**config.mk**
```make
export PLATFORM = sky130hd
export DESIGN_NAME = hilo_muldiv
export DESIGN_NICKNAME = d
export VERILOG_FILES = /design/src/rtl/muldiv_pkg.sv /design/src/rtl/muldiv_step.sv /design/src/rtl/hilo_muldiv.sv
export SDC_FILE = /design/constraint.sdc
export NUM_CORES = 1
export LEC_CHECK = 0
export CAP_MARGIN = 20
export CORE_MARGIN = 3
export CORE_UTILIZATION = 50
export CTS_BUF_LIST = sky130_fd_sc_hd__clkbuf_16
export CTS_CLUSTER_DIAMETER = 150
export DETAILED_ROUTE_END_ITERATION = 6
export PLACE_DENSITY = 0.8
export RECOVER_POWER = 25
export SLEW_MARGIN = 0
export SYNTH_ARGS = -nofsm -noshare
export SYNTH_HDL_FRONTEND = slang
export SYNTH_SLANG_ARGS = --single-unit
```
**constraint.sdc**
```tcl
create_clock -name clk -period 7.65 [get_ports clk]
set_input_delay 1.1475 -clock clk [delete_from_list [all_inputs] [get_ports clk]]
set_output_delay 1.1475 -clock clk [all_outputs]
set_load 0.005 [all_outputs]
```
**src/rtl/muldiv_pkg.sv**
```systemverilog
// Shared definitions for the Hi/Lo multiply/divide unit.
package muldiv_pkg;

  localparam int DATA_W = 32;
  localparam int ITER   = 32;
  localparam int CNT_W  = 6;

  localparam logic OP_MULT = 1'b0;
  localparam logic OP_DIV  = 1'b1;

  typedef enum logic [1:0] {
    IDLE = 2'd0,
    RUN  = 2'd1,
    FIN  = 2'd2
  } state_e;

  // Absolute value of a two's complement word; -2^31 maps to 0x8000_0000,
  // which is the correct unsigned magnitude.
  function automatic logic [DATA_W-1:0] magnitude(input logic [DATA_W-1:0] v);
    return v[DATA_W-1] ? (~v + DATA_W'(1)) : v;
  endfunction

  // Two's complement negation.
  function automatic logic [DATA_W-1:0] negate(input logic [DATA_W-1:0] v);
    return ~v + DATA_W'(1);
  endfunction

endpackage

```
**src/rtl/muldiv_step.sv**
```systemverilog
// One combinational iteration of either a radix-2 Booth multiply step or a
// restoring divide step. Both share a single 33-bit add/subtract adder.
module muldiv_step
  import muldiv_pkg::*;
(
  input  logic              op,
  input  logic [DATA_W:0]   acc_in,
  input  logic [DATA_W-1:0] q_in,
  input  logic              q_m1_in,
  input  logic [DATA_W:0]   m_in,
  output logic [DATA_W:0]   acc_out,
  output logic [DATA_W-1:0] q_out,
  output logic              q_m1_out
);

  logic [DATA_W:0] add_a;
  logic [DATA_W:0] add_b;
  logic [DATA_W:0] sum;
  logic            add_en;
  logic            sub_en;

  // Pick adder operands: divide shifts {R,Q} left and always subtracts the
  // divisor; multiply adds/subtracts M according to the Booth pair.
  always_comb begin
    add_a  = acc_in;
    add_en = 1'b0;
    sub_en = 1'b0;
    if (op == OP_DIV) begin
      add_a  = {acc_in[DATA_W-1:0], q_in[DATA_W-1]};
      add_en = 1'b1;
      sub_en = 1'b1;
    end else begin
      case ({q_in[0], q_m1_in})
        2'b01: begin
          add_en = 1'b1;
        end
        2'b10: begin
          add_en = 1'b1;
          sub_en = 1'b1;
        end
        default: begin
          add_en = 1'b0;
        end
      endcase
    end
  end

  // The single shared adder; subtraction is invert-and-carry-in.
  always_comb begin
    add_b = '0;
    if (add_en) begin
      add_b = sub_en ? ~m_in : m_in;
    end
    sum = add_a + add_b + (DATA_W + 1)'(sub_en);
  end

  // Form the next accumulator state: restore-or-keep for divide, arithmetic
  // shift right of the whole 65-bit product register for multiply.
  always_comb begin
    acc_out  = acc_in;
    q_out    = q_in;
    q_m1_out = q_m1_in;
    if (op == OP_DIV) begin
      q_m1_out = 1'b0;
      if (!sum[DATA_W]) begin
        acc_out = sum;
        q_out   = {q_in[DATA_W-2:0], 1'b1};
      end else begin
        acc_out = add_a;
        q_out   = {q_in[DATA_W-2:0], 1'b0};
      end
    end else begin
      acc_out  = {sum[DATA_W], sum[DATA_W:1]};
      q_out    = {sum[0], q_in[DATA_W-1:1]};
      q_m1_out = q_in[0];
    end
  end

endmodule

```
**src/rtl/hilo_muldiv.sv**
```systemverilog
// Sequential signed multiply/divide unit feeding the Hi and Lo registers.
// Control FSM, iteration counter and final sign correction live here; the
// per-cycle arithmetic is in muldiv_step. Only WIDTH = 32 is supported.
module hilo_muldiv
  import muldiv_pkg::*;
#(
  parameter int WIDTH = DATA_W
) (
  input  logic             clk,
  input  logic             reset,
  input  logic             start,
  input  logic             op,
  input  logic [WIDTH-1:0] a,
  input  logic [WIDTH-1:0] b,
  output logic [WIDTH-1:0] hi,
  output logic [WIDTH-1:0] lo,
  output logic             busy,
  output logic             done,
  output logic             div_zero
);

  state_e           state_q, state_d;
  logic [CNT_W-1:0] count_q, count_d;
  logic             op_q, op_d;
  logic [WIDTH:0]   acc_q, acc_d;
  logic [WIDTH-1:0] q_q, q_d;
  logic             q_m1_q, q_m1_d;
  logic [WIDTH:0]   m_q, m_d;
  logic             q_neg_q, q_neg_d;
  logic             r_neg_q, r_neg_d;
  logic [WIDTH-1:0] hi_q, hi_d;
  logic [WIDTH-1:0] lo_q, lo_d;
  logic             div_zero_q, div_zero_d;

  logic [WIDTH:0]   step_acc;
  logic [WIDTH-1:0] step_q;
  logic             step_q_m1;
  logic [WIDTH-1:0] res_hi;
  logic [WIDTH-1:0] res_lo;

  muldiv_step u_step (
    .op       (op_q),
    .acc_in   (acc_q),
    .q_in     (q_q),
    .q_m1_in  (q_m1_q),
    .m_in     (m_q),
    .acc_out  (step_acc),
    .q_out    (step_q),
    .q_m1_out (step_q_m1)
  );

  // Final Hi/Lo values from the last iteration, with divide sign correction
  // (quotient truncates toward zero, remainder follows the dividend).
  always_comb begin
    res_hi = step_acc[WIDTH-1:0];
    res_lo = step_q;
    if (op_q == OP_DIV) begin
      res_lo = q_neg_q ? negate(step_q) : step_q;
      res_hi = r_neg_q ? negate(step_acc[WIDTH-1:0]) : step_acc[WIDTH-1:0];
    end
  end

  // Next-state logic: accept a request in IDLE, iterate in RUN and load
  // Hi/Lo on the last iteration edge so they are valid throughout FIN.
  always_comb begin
    state_d    = state_q;
    count_d    = count_q;
    op_d       = op_q;
    acc_d      = acc_q;
    q_d        = q_q;
    q_m1_d     = q_m1_q;
    m_d        = m_q;
    q_neg_d    = q_neg_q;
    r_neg_d    = r_neg_q;
    hi_d       = hi_q;
    lo_d       = lo_q;
    div_zero_d = div_zero_q;
    case (state_q)
      IDLE: begin
        if (start) begin
          op_d       = op;
          count_d    = '0;
          div_zero_d = 1'b0;
          acc_d      = '0;
          q_m1_d     = 1'b0;
          q_neg_d    = a[WIDTH-1] ^ b[WIDTH-1];
          r_neg_d    = a[WIDTH-1];
          if (op == OP_DIV) begin
            q_d = magnitude(a);
            m_d = {1'b0, magnitude(b)};
            if (b == '0) begin
              state_d    = FIN;
              div_zero_d = 1'b1;
            end else begin
              state_d = RUN;
            end
          end else begin
            q_d     = a;
            m_d     = {b[WIDTH-1], b};
            state_d = RUN;
          end
        end
      end
      RUN: begin
        acc_d   = step_acc;
        q_d     = step_q;
        q_m1_d  = step_q_m1;
        count_d = count_q + CNT_W'(1);
        if (count_q == CNT_W'(ITER - 1)) begin
          state_d = FIN;
          hi_d    = res_hi;
          lo_d    = res_lo;
        end
      end
      FIN: begin
        state_d = IDLE;
      end
      default: begin
        state_d = IDLE;
      end
    endcase
  end

  // State and datapath registers with synchronous reset.
  always_ff @(posedge clk) begin
    if (reset) begin
      state_q    <= IDLE;
      count_q    <= '0;
      op_q       <= OP_MULT;
      acc_q      <= '0;
      q_q        <= '0;
      q_m1_q     <= 1'b0;
      m_q        <= '0;
      q_neg_q    <= 1'b0;
      r_neg_q    <= 1'b0;
      hi_q       <= '0;
      lo_q       <= '0;
      div_zero_q <= 1'b0;
    end else begin
      state_q    <= state_d;
      count_q    <= count_d;
      op_q       <= op_d;
      acc_q      <= acc_d;
      q_q        <= q_d;
      q_m1_q     <= q_m1_d;
      m_q        <= m_d;
      q_neg_q    <= q_neg_d;
      r_neg_q    <= r_neg_d;
      hi_q       <= hi_d;
      lo_q       <= lo_d;
      div_zero_q <= div_zero_d;
    end
  end

  assign hi       = hi_q;
  assign lo       = lo_q;
  assign div_zero = div_zero_q;
  assign busy     = (state_q != IDLE);
  assign done     = (state_q == FIN);

endmodule

```
==> results.toml, run 1 <==
[final_layout]
final_cells = 2312
n_fill_cell = 2529
syn_to_final_growth_pct = 14.6
design_area_um2 = 16000
fin_nets = 2033
drive_gt1_share_pct = 6.76

[synthesis]
syn_area_per_cell_um2 = 7.45
yosys.area_share.xor_xnor_pct = 9.22
async_reset_ff_share_pct = 0
synth_top_family_by_area = "compound AO/OA/AOI/OAI gates"
synth-edff-count = 0
synthAdderAreaFrac_pct = 3.60
synthMuxAreaShare_pct = 6.70
synth_cell_type_count = 92
syn-cell-area_um2 = 14000
ys.flop_type = "dfxtp_1"
yosys_register_bits = 175
synth-simple-area-share_pct = 23.9
synth_fp_nets = 1983
seq_area_frac_synth_pct = 25.1
yosys_warnings = 0
syn_inst = 1876
synth_compound_area_share_pct = 27.4

[route]
drtIter0Drc = 2027
first_pass_iters = 5
wire_per_inst_um = 21.5
routed-wl-met3_um = 4810
num_vias = 15000
wl_met2_um = 21800
viasPerCell = 6.49
drcViolationCount = 0
drt-met1-wl_um = 21300
wl_um = 49800
ant_nets = 0
highest_layer = "met4"

[cts]
insertion_delay_ps = 450
cts_buffer_depth = 2
cts.sinks = 175
cts.repair.resized = 0
h-tree-depth = 4
clk_pin_slew_ps = 70
postCtsHoldBufs = 0
postCtsSetupRepairBufs = 0
clockRootBuffer = "clkbuf_16"
cts_buffers = 17
tritoncts = "built"

[power_and_ir_drop]
comb_power_share_pct = 33.7
p_switching_mw = 1.04
p_leak_nw = 6.01
swShare_pct = 37.4
cellPowerDensity_nw_per_um2 = 174
p_clk_share_pct = 30.3
p_int_mw = 1.74
peakVddDrop_uv = 177
power.total_mw = 2.78
p_seq_share_pct = 36.0

[worst_setup_path]
critPathArrivalTime_ps = 7330
start_kind = "flop"
crit_chain = "ha_1 -> or2_2 -> xnor2_1 -> nor2_1 -> fa_1 -> fa_1 -> a211oi_2 -> o211ai_2 -> a311o_1 -> and3_1 -> o311ai_2 -> nand2_1 -> a21oi_1 -> ha_1 -> or3b_2 -> nor3_1 -> o21ai_0 -> nand2b_1 -> nor2_1 -> a31oi_1 -> xnor2_1 -> nand2_1 -> a21oi_1"
cp_max_fo = 33
crit_type = "flop to flop"
path_delay_family = "simple AND/OR/NAND/NOR gates"
cp_slowest_stage_delay_ps = 740
path_buf_inv = 0
slowest_stage = "or2_2"
worstPathRequired_ps = 8010
cp-end-kind = "flop"

[placed_design]
port_buffers = 134
dp.final_hpwl_um = 37000
place_congestion = 1.01
postPlaceCellArea_um2 = 15500
numPlacedInstances = 2279

[floorplan]
die_h_um = 173
pin_count = 135
core-area_um2 = 27200
num_rows = 60
dieWidth_um = 173
initial_utilization_pct = 51.4
die_area_um2 = 30000

[hold_path]
hp-class = "flop to flop"

[timing]
final-setup-viol-count = 0
finalCriticalPeriod_ps = 6970
slew_violations = 0
fin_crit_sh_pct = 91.2
clock-skew-final_ps = 10.5
max_freq_ghz = 0.143
maxSlewHeadroom_pct = 31.8
hold_viol_final = 0
rsz0062_at_grt = "no"
worst_pin_slew_ps = 1020
finalSetupTns_ps = 0

[global_route]
overflow = 0
track_usage_pct = 31.8
grt_max_degree = 98
grt_pass1_wl_um = 77200
antenna_found_initial = 0
first_global_vias = 13600

[job]
cap_violations = 0

[outcome]
status = "completed"
==> synthesized netlist by cell type, drive strengths merged, types with 22 or more instances <==
cell / n / area share, %
a21oi: 160 / 5.8
a31oi: 28 / 1.3
buf: 24 / 0.77
mux2: 44 / 3.5
dfxtp: 175 / 25
a211oi: 52 / 2.8
nor2: 288 / 7.8
mux2i: 44 / 3.2
nor3: 57 / 2.1
xnor2: 99 / 6.2
nand3: 45 / 1.6
o21ai: 85 / 3.0
inv: 26 / 0.70
nor4: 22 / 1.2
xor2: 48 / 3.0
ha: 37 / 3.3
a22oi: 25 / 1.3
and2: 34 / 1.5
clkbuf: 98 / 2.6
nand2: 170 / 4.6
a221oi: 22 / 1.4
==> worst paths after layout <==
| check | from | endpoint | slack [ps] | cells past startpoint |
|---|---|---|---|---|
| min | lo[8]$_SDFFE_PP0P_ | lo[8]$_SDFFE_PP0P_ | 450 | 2 |
| min reg2reg | lo[8]$_SDFFE_PP0P_ | lo[8]$_SDFFE_PP0P_ | 450 | 2 |
| max reg2reg | q_q[0]$_SDFFE_PP0P_ | lo[26]$_SDFFE_PP0P_ | 680 | 23 |
| max | q_q[0]$_SDFFE_PP0P_ | lo[26]$_SDFFE_PP0P_ | 680 | 23 |
==> sequential cells by signal (all words and copies together), names as in the netlist <==
| register | flops |
|---|---|
| acc_q | 33 |
| count_q | 6 |
| q_q | 32 |
| state_q | 2 |
| hi | 32 |
| op_q | 1 |
| r_neg_q | 1 |
| q_neg_q | 1 |
| m_q | 33 |
| lo | 32 |
| div_zero | 1 |
| q_m1_q | 1 |
==> cells by family after synthesis <==
family / Yosys count
AND/OR/NAND/NOR: 720
XOR/XNOR: 147
AO/OA/AOI/OAI: 558
flip-flops: 175
adder cells (fa/ha/maj): 39
multiplexers: 88
buffers and inverters: 149
==> stage by stage <==
step / hold slack (ps) / worst slack, ps / util, %
after floorplan: 444 / 10.2 / -
after global placement: 441 / 1070 / 56.9
after detailed placement: 446 / 810 / 56.9
after CTS: 452 / 770 / 58.9
after global routing: 474 / 121 / 58.9
final: 448 / 676 / 58.9
==> cells in the final DEF (no fill, tap or decap), types with 28 or more instances in the layout <==
cell / netlist / layout
dfxtp_1: 175 / 174
xor2_1: 48 / 48
mux2i_1: 44 / 44
mux2_2: 44 / 44
ha_1: 37 / 37
and2_1: 33 / 31
nand3_1: 45 / 45
a21oi_1: 158 / 158
o21ai_0: 83 / 83
nor2_1: 287 / 286
nor3_1: 56 / 56
nand2_1: 168 / 167
a211oi_1: 51 / 51
clkdlybuf4s50_1: 0 / 73
inv_1: 26 / 28
xnor2_1: 99 / 99
dlygate4sd3_1: 0 / 60
==> tightest hold or removal path, cell delays in order, from the launching register on <==
cell     delay [ps]
dfxtp_1         310
nand2_1          50
a21oi_1          50
==> power groups by stage <==
stage / Clock, mW / Sequential (mW) / Combinational (mW)
2_1_floorplan: 0 / 1.00 / 0.650
3_3_place_gp: 0 / 1.02 / 0.893
3_5_place_dp: 0 / 1.02 / 0.901
4_1_cts: 0.845 / 0.998 / 0.907
5_1_grt: 0.884 / 1.00 / 1.01
6_report: 0.842 / 1.00 / 0.935
==> routing by layer <==
metal  vias to the layer above  track usage (%)
li1                       6989                -
met1                      7039             43.9
met2                       863             48.9
met3                       125             6.08
met4                         0             12.5
met5                         -                0
==> area by class of cell <==
type / count / area, um^2 / share of cell area, %
sequential: 175 / 3510 / 21.9
antenna: 1 / 2.50 / 0.0156
multi-input combinational: 1552 / 9900 / 61.9
clock buffer: 17 / 425 / 2.66
inverter: 27 / 101 / 0.633
clock inverter: 15 / 121 / 0.758
tap: 372 / 465 / 2.91
timing repair buffer: 153 / 1480 / 9.26
No activity file was read; power rests on OpenSTA's default activity.
==> inputs of run 2 (changes only) <==
--- a/config.mk
+++ b/config.mk
@@ -5,6 +5,7 @@
 export SDC_FILE = /design/constraint.sdc
 export NUM_CORES = 1
 export LEC_CHECK = 0
+export ABC_CLOCK_PERIOD_IN_PS = 7650
 export CAP_MARGIN = 20
 export CORE_MARGIN = 3
 export CORE_UTILIZATION = 50
==> results of run 2 <==
Final layout, timing and power as in run 1 (identical DEF).
